===== src/rtl/frame_gen.sv =====
// -----------------------------------------------------------------------------
// frame_gen -- binary test-pattern video timing generator.
//
// Produces one frame (or back-to-back frames when Continuous=1) made of
// HEIGHT lines. Each line is LSYNC (1 cycle), ACTIVE (WIDTH cycles) and
// HBLANK (HBLANK cycles). Each frame is FSYNC (1 cycle), the lines, and then
// VBLANK (VBLANK cycles). Frame length = 1 + HEIGHT*(1+WIDTH+HBLANK) + VBLANK.
// In ACTIVE the pixel is a diagonal (x==y) OR a vertical line (x==COLUMN).
//
// Optional feature: define FRAME_GEN_NOISE_EN to OR a 16-bit LFSR noise term
// (taps 16,14,13,11, seed 16'hACE1) into Pixel. The LFSR advances once per
// ACTIVE cycle and is only reseeded by reset.
//
// Ports:
//   Clk         in   system clock, rising edge
//   nReset      in   asynchronous active-low reset
//   Start       in   request one frame (sampled only in IDLE)
//   Continuous  in   repeat frames (sampled only in the last frame cycle)
//   Pixel       out  registered pixel value, 0 outside ACTIVE
//   Frame       out  one-cycle start-of-frame strobe (FSYNC)
//   Line        out  one-cycle start-of-line strobe (LSYNC)
//   Busy        out  high whenever the state is not IDLE
//   FrameCount  out  Frame strobes issued, modulo 256
//   o_dbg_state out  current FSM state encoding (debug)
//
// Request semantics: Start is a level sampled on each rising edge while the
// block is IDLE; the first edge with Start=1 launches a frame and Busy rises
// on that same edge. While Busy=1, Start is ignored and never queued.
// -----------------------------------------------------------------------------
module frame_gen #(
  parameter int WIDTH  = 64,
  parameter int HEIGHT = 48,
  parameter int HBLANK = 4,
  parameter int VBLANK = 8,
  parameter int COLUMN = 16
) (
  input  logic       Clk,
  input  logic       nReset,
  input  logic       Start,
  input  logic       Continuous,
  output logic       Pixel,
  output logic       Frame,
  output logic       Line,
  output logic       Busy,
  output logic [7:0] FrameCount,
  output logic [2:0] o_dbg_state
);

  typedef enum logic [2:0] {
    ST_IDLE   = 3'd0,
    ST_FSYNC  = 3'd1,
    ST_LSYNC  = 3'd2,
    ST_ACTIVE = 3'd3,
    ST_HBLANK = 3'd4,
    ST_VBLANK = 3'd5
  } state_t;

  localparam logic [15:0] LP_X_LAST = 16'(WIDTH - 1);
  localparam logic [15:0] LP_Y_LAST = 16'(HEIGHT - 1);
  localparam logic [15:0] LP_H_LAST = 16'(HBLANK - 1);
  localparam logic [15:0] LP_V_LAST = 16'(VBLANK - 1);
  localparam logic [15:0] LP_COL    = 16'(COLUMN);

  state_t      r_state;
  logic [15:0] r_x;
  logic [15:0] r_y;
  logic [15:0] r_cnt;   // shared blanking counter (HBLANK and VBLANK)

  state_t      w_state_nxt;
  logic [15:0] w_x_nxt;
  logic [15:0] w_y_nxt;
  logic [15:0] w_cnt_nxt;
  logic        w_line_end;
  logic        w_frame_end;
  logic        w_pattern;
  logic        w_noise;

  assign o_dbg_state = r_state;

  // Next-state and next-counter values. Outputs are registered from these so
  // every strobe lines up with the state it belongs to.
  always_comb begin
    w_state_nxt = r_state;
    w_x_nxt     = r_x;
    w_y_nxt     = r_y;
    w_cnt_nxt   = r_cnt;
    w_line_end  = 1'b0;
    w_frame_end = 1'b0;

    case (r_state)
      ST_IDLE: begin
        if (Start) begin
          w_state_nxt = ST_FSYNC;
          w_x_nxt     = '0;
          w_y_nxt     = '0;
          w_cnt_nxt   = '0;
        end
      end
      ST_FSYNC: begin
        w_state_nxt = ST_LSYNC;
        w_x_nxt     = '0;
        w_y_nxt     = '0;
      end
      ST_LSYNC: begin
        w_state_nxt = ST_ACTIVE;
        w_x_nxt     = '0;
      end
      ST_ACTIVE: begin
        if (r_x == LP_X_LAST) begin
          if (HBLANK > 0) begin
            w_state_nxt = ST_HBLANK;
            w_cnt_nxt   = '0;
          end else begin
            w_line_end = 1'b1;
          end
        end else begin
          w_x_nxt = r_x + 16'd1;
        end
      end
      ST_HBLANK: begin
        if (r_cnt == LP_H_LAST) w_line_end = 1'b1;
        else                    w_cnt_nxt  = r_cnt + 16'd1;
      end
      ST_VBLANK: begin
        if (r_cnt == LP_V_LAST) w_frame_end = 1'b1;
        else                    w_cnt_nxt   = r_cnt + 16'd1;
      end
      default: w_state_nxt = ST_IDLE;
    endcase

    if (w_line_end) begin
      if (r_y < LP_Y_LAST) begin
        w_y_nxt     = r_y + 16'd1;
        w_state_nxt = ST_LSYNC;
      end else if (VBLANK > 0) begin
        w_state_nxt = ST_VBLANK;
        w_cnt_nxt   = '0;
      end else begin
        w_frame_end = 1'b1;
      end
    end

    // Continuous only matters here, in the last cycle of a frame.
    if (w_frame_end) begin
      w_state_nxt = Continuous ? ST_FSYNC : ST_IDLE;
      w_x_nxt     = '0;
      w_y_nxt     = '0;
      w_cnt_nxt   = '0;
    end
  end

  assign w_pattern = (w_x_nxt == w_y_nxt) || (w_x_nxt == LP_COL);

`ifdef FRAME_GEN_NOISE_EN
  logic [15:0] r_lfsr;
  logic        w_lfsr_fb;

  assign w_lfsr_fb = r_lfsr[15] ^ r_lfsr[13] ^ r_lfsr[12] ^ r_lfsr[10];

  // The value held entering an ACTIVE cycle drives that cycle's pixel; the
  // register then steps so each ACTIVE cycle sees a fresh value.
  always_ff @(posedge Clk or negedge nReset) begin
    if (!nReset) begin
      r_lfsr <= 16'hACE1;
    end else if (w_state_nxt == ST_ACTIVE) begin
      r_lfsr <= {r_lfsr[14:0], w_lfsr_fb};
    end
  end

  assign w_noise = (r_lfsr[3:0] == 4'h0);
`else
  assign w_noise = 1'b0;
`endif

  always_ff @(posedge Clk or negedge nReset) begin
    if (!nReset) begin
      r_state    <= ST_IDLE;
      r_x        <= '0;
      r_y        <= '0;
      r_cnt      <= '0;
      Pixel      <= 1'b0;
      Frame      <= 1'b0;
      Line       <= 1'b0;
      Busy       <= 1'b0;
      FrameCount <= '0;
    end else begin
      r_state <= w_state_nxt;
      r_x     <= w_x_nxt;
      r_y     <= w_y_nxt;
      r_cnt   <= w_cnt_nxt;
      Frame   <= (w_state_nxt == ST_FSYNC);
      Line    <= (w_state_nxt == ST_LSYNC);
      Busy    <= (w_state_nxt != ST_IDLE);
      Pixel   <= (w_state_nxt == ST_ACTIVE) && (w_pattern || w_noise);
      if (w_state_nxt == ST_FSYNC) FrameCount <= FrameCount + 8'd1;
    end
  end

endmodule


===== config.mk =====
export PLATFORM = sky130hd
export DESIGN_NAME = frame_gen
export DESIGN_NICKNAME = d
export VERILOG_FILES = /design/src/rtl/frame_gen.sv
export SDC_FILE = /design/constraint.sdc
export NUM_CORES = 1
export LEC_CHECK = 0
export ABC_AREA = 1
export CORE_MARGIN = 10
export CORE_UTILIZATION = 30
export DETAILED_ROUTE_END_ITERATION = 8
export GPL_TIMING_DRIVEN = 0
export PLACE_DENSITY = 0.45
export SYNTH_ARGS = -nofsm -noshare
export SYNTH_HDL_FRONTEND = slang
export SYNTH_SLANG_ARGS = --single-unit

===== constraint.sdc =====
create_clock -name Clk -period 4.5 [get_ports Clk]
set_input_delay 0.9 -clock Clk [delete_from_list [all_inputs] [get_ports Clk]]
set_output_delay 0.9 -clock Clk [all_outputs]
set_load 0.005 [all_outputs]

Yosys cells after proc, flatten, opt, wreduce, memory -nomap -nowiden
Cells that the tools add are included.
Storage, ports and cells
  register bits: 63
  input bits: 4
  word-level logic and storage cells: 61
Operators by class
  $add $sub $neg: 4
  magnitude comparators: 1
  eq/ne operators: 13
  multiplexer cells: 28
  reductions and logical operators: 6
Operators by type and width (number)
  two-way mux 16 bit: 14
  case mux 16 bit (4 select lines): 1
  adder 16 x 1 -> 16 bit, second input constant: 3
  case mux 16 bit (3 select lines): 1
  case mux 16 bit (2 select lines): 1
  == test 16 bit: 1
  == test 16 x 2 -> 1 bit, second input constant: 1
  == test 16 x 3 -> 1 bit, second input constant: 1
  == test 16 x 5 -> 1 bit, second input constant: 1
  == test 16 x 6 -> 1 bit, second input constant: 1
  less-than comparator 16 x 6 -> 1 bit, second input constant: 1
  two-way mux 3 bit: 5
  case mux 3 bit (5 select lines): 1
  == test 3 x 2 -> 1 bit, second input constant: 4
  adder 8 x 1 -> 8 bit, second input constant: 1
  == test 3 x 1 -> 1 bit, second input constant: 2
  == test 3 bit, second input constant: 2
  two-way mux 1 bit: 5
  OR reduction 2 bit: 2
  zero test 3 bit: 1
  nonzero test 3 bit: 1
  logical AND 1 bit: 1
  logical OR 1 bit: 1

Logic depth before layout (Yosys ltp)
  depth after elaboration: 8
  gate-level depth with buffers: 18
  mapped depth without buffers: 17

Worst setup path after synthesis
OpenSTA, ideal clock, no wires.
  path type: input -> register
  start: input Start
  end: register Pixel
  setup time: 77 ps
  data arrival time: 2189 ps
  required time: 4423 ps
  setup slack: 2234 ps
  stages on the path: 12
  buffers on the path: 0
  cell sequence: clkinv_1 > a21oi_1 > inv_1 > nand2_1 > nand2_1 > nand3_1 > o21ai_0 > nor2_1 > nand3_1 > nor2_1 > nand2_1 > a21oi_1
On the way
  word-level cells in the longest chain between the ends: 8
  elaborated cells on any way between the ends: 17
RTL lines
  start, declared: line 39  | input logic Start,
  two-way mux 16 bit: line 92  | if (Start) begin
  case mux 16 bit (2 select lines): line 90  | case (r_state)
  two-way mux 16 bit: line 132  | if (r_y < LP_Y_LAST) begin
  two-way mux 16 bit: line 131  | if (w_line_end) begin
  two-way mux 16 bit: line 144  | if (w_frame_end) begin
  == test 16 bit: line 152  | assign w_pattern = (w_x_nxt == w_y_nxt) || (w_x_nxt == LP_COL);
  logical OR 1 bit: line 152
  logical AND 1 bit (*): line 194  | Pixel <= (w_state_nxt == ST_ACTIVE) && (w_pattern || w_noise);
  end signal, assigned: line 194
  end, declared: line 41  | output logic Pixel,
Every way passes the cells marked *; elsewhere a longest branch is shown, timed or not.
A chain may end at the register's enable or synchronous reset.

Worst setup path after layout
Ends and elaborated chain as after synthesis.

==> summary.md <==
- clock slew at the register clock pins of the worst setup and hold paths: 50 ps
- relative slew slack: 42.9%
- P per Cell Area: 511 nW/µm²
- number of enable flip-flop cells after synthesis: 0
- max-cap viol count: 0
- total number of nets in the final design: 680
- number of DRC violations after detailed-routing iteration 0: 219
- total negative setup slack: 0 ps
- Slew Viols, Final: 0
- number of vias after detailed routing: 4094
- CTS tree: yes
- Placer Congestion: 0.841
- outcome: completed
- Post-Route WL: 12200 µm
- netlist area before placement: 4340 µm²
- most repeated library cell on the critical path: nand2_1
- data arrival time at the worst-slack endpoint: 3450 ps
- Data required, critical path: 4740 ps
- maximum number of pins on one net before global-route repair: 64
- first-pass GRT wire length: 20400 µm
- number of stages on the worst hold path: 1
- post-detailed-route wirelength per cell: 14.2 µm
- Std-Cell Core Area: 14000 µm²
- HP Class: flop to flop
- pin slew with the least headroom to its limit: 856 ps
- FF+latch count, synth: 63
- cells on worst reg2reg path: 10
- n_diodes: 0
- post-layout minimum cycle time: 3200 ps
- number of buffers on the longest clock path: 2
- global route overflow: 0
- clk sinks: 63
- number of buffers inserted by port buffering: 18
- Syn Area/Cell: 6.75 µm²
- first drt pass iteration count: 4
- peak supply drop: 0.000413 V
- Synth-to-Final Area Change: 16.2%
- number of different library cells in the post-synthesis netlist: 42
- CTS Hold Buffers Added: 0
- vertical die dimension: 140 µm
- number of ports placed on the die boundary: 19
- part of the cycle the worst path needs: 71.2%
- filler cell count: 1496
- unrepaired setup endpoints after global routing: no
- final hold violations: 0
- net count after synthesis: 651
- CTS Buf Count: 9
- vias in the first global route: 3917
- overall fraction of global-route tracks in use: 12.6%
- number of antenna violations at the first check in global routing: 0
- H-tree levels: 3
- cell leakage power: 2.69 nW
- setup slack of the critical path after layout: 1300 ps
- post-route cell area: 5040 µm²
- CTS-repair resized insts: 0
- peak clock frequency supported by timing: 312 MHz
- initial core utilization: 30.9%
- post-synthesis cell count: 643
- post-detailed-route via-to-cell ratio: 4.78
- final setup violating endpoints: 0
- warnings from Yosys: 0
- setup skew after layout: 10.4 ps
- cell chosen for the clock root: clkbuf_16
- remaining antenna violation count: 0
- series of cell instances along the critical path: clkdlybuf4s50_1 -> clkinv_1 -> a21oi_1 -> inv_1 -> nand2_1 -> nand2_1 -> nand3_1 -> o21ai_0 -> nor2_1 -> nand3_1 -> nor2_1 -> nand2_1 -> a21oi_1
- number of post-CTS setup repair buffers: 0
- placed cell areas: 4740 µm²
- category of the worst setup path launch point: input pin
- width of the die: 140 µm
- crit path kind: input pin to flop
- highest-delay cell along the critical path: a21oi_1
- die area: 19700 µm²
- sequential cell area fraction in the yosys report: 36.3%
- Final Hold Slack: 467 ps
- kind of end point of the critical path: flop
- total DRC errors in the routed layout: 0
- critical-path maximum fanout: 10
- share of post-route cells with drive strength above 1: 7.83%
- primary flip-flop cell chosen by synthesis mapping: dfrtp_1
- FFs w/ async S/R, synth: 100%
- source-to-sink clock delay at the later pin of the worst-skew pair: 340 ps
- Setup WS pre-CTS: 977 ps
- half-perimeter wire length after placement: 9230 µm
- maximum cell stage delay along the critical path: 540 ps
- Row Count: 43
critical path, delay by kind of cell:
family	cells	cell delay, ps
buf+inv	3	1050
compound gates	3	810
simple gates	7	680
sequential cells by signal, indices dropped and copies added, names as in the netlist:
name	count
Busy	1
Frame	1
FrameCount	8
Line	1
Pixel	1
o_dbg_state	3
r_cnt	16
r_x	16
r_y	16
per-stage QoR:
stage	power, mW	utilization, %	std cells
after floorplan	1.53	-	643
after global placement	1.88	33.8	841
after detailed placement	1.88	33.8	841
after CTS	2.61	35.9	857
after global routing	2.78	35.9	857
final	2.58	35.9	857
synth_stat cells (6+ instances only):
master,n,share of area [%]
nand2_1,187,16
inv_1,93,8.0
nand3_1,78,9.0
nor2_1,65,5.6
dfrtp_1,63,36
o21ai_0,31,3.6
a21oi_1,20,2.3
nand4_1,14,2.0
nor3_1,14,1.6
xor2_1,9,1.8
o21bai_1,6,1.0
logic make-up (layout without fill, tap and decap cells):
| kind of cell | after synthesis | after routing | synth area share [%] |
|---|---|---|---|
| AND/OR/NAND/NOR | 381 | 381 | 40.1 |
| buffers and inverters | 111 | 145 | 10.6 |
| AO/OA/AOI/OAI | 72 | 72 | 9.31 |
| flip-flops | 63 | 63 | 36.3 |
| XOR/XNOR | 11 | 11 | 2.22 |
| adder cells (fa/ha/maj) | 4 | 4 | 1.15 |
| multiplexers | 1 | 1 | 0.346 |
worst paths after layout:
path                               start             to  slack [ps]
setup / recovery                   Start          Pixel        1300
hold / removal             FrameCount[7]  FrameCount[7]         470
setup reg to reg                  r_x[1]      r_cnt[14]        1780
hold reg to reg            FrameCount[7]  FrameCount[7]         470
max in group asynchronous         nReset  FrameCount[2]        3270
min in group asynchronous         nReset         r_x[6]         680
metal layers:
metal / part of all wire (%) / wire (µm) / vias to the layer above / global-route usage, %
met3: 4.3 / 529 / 7 / 3.48
met1: 49 / 5980 / 1872 / 16.6
li1: - / - / 2141 / -
met2: 46 / 5570 / 74 / 19.8
met5: 0 / 0 / - / 0
met4: 0.89 / 108 / 0 / 3.15
layout make-up:
| class | count | area, µm² | share of cell area, % |
|---|---|---|---|
| buffer | 9 | 63.8 | 1.26 |
| clock buffer | 12 | 246 | 4.89 |
| clock inverter | 4 | 55.1 | 1.09 |
| inverter | 102 | 395 | 7.84 |
| multi-input combinational | 469 | 2300 | 45.7 |
| sequential | 63 | 1580 | 31.2 |
| tap | 180 | 225 | 4.46 |
| timing repair buffer | 18 | 178 | 3.52 |
where the power goes:
| part | switching (mW) | total (mW) | internal (mW) | leakage [nW] |
|---|---|---|---|---|
| clock | 0.269 | 0.715 | 0.446 | 0.143 |
| sequential | 0.129 | 0.821 | 0.692 | 0.827 |
| combinational | 0.639 | 1.04 | 0.404 | 1.72 |
| total | 1.04 | 2.58 | 1.54 | 2.69 |
cell usage in the layout, fill, tap and decap left out, drive strengths merged, types with 13 or more instances in the layout:
master         instances
inv                  100
nand2                191
dfrtp                 63
clkbuf                13
nor2                  74
nand3                 81
clkdlybuf4s50         17
nand4                 14
a21oi                 21
o21ai                 33
nor3                  15
(Power assumes the default switching activity.)
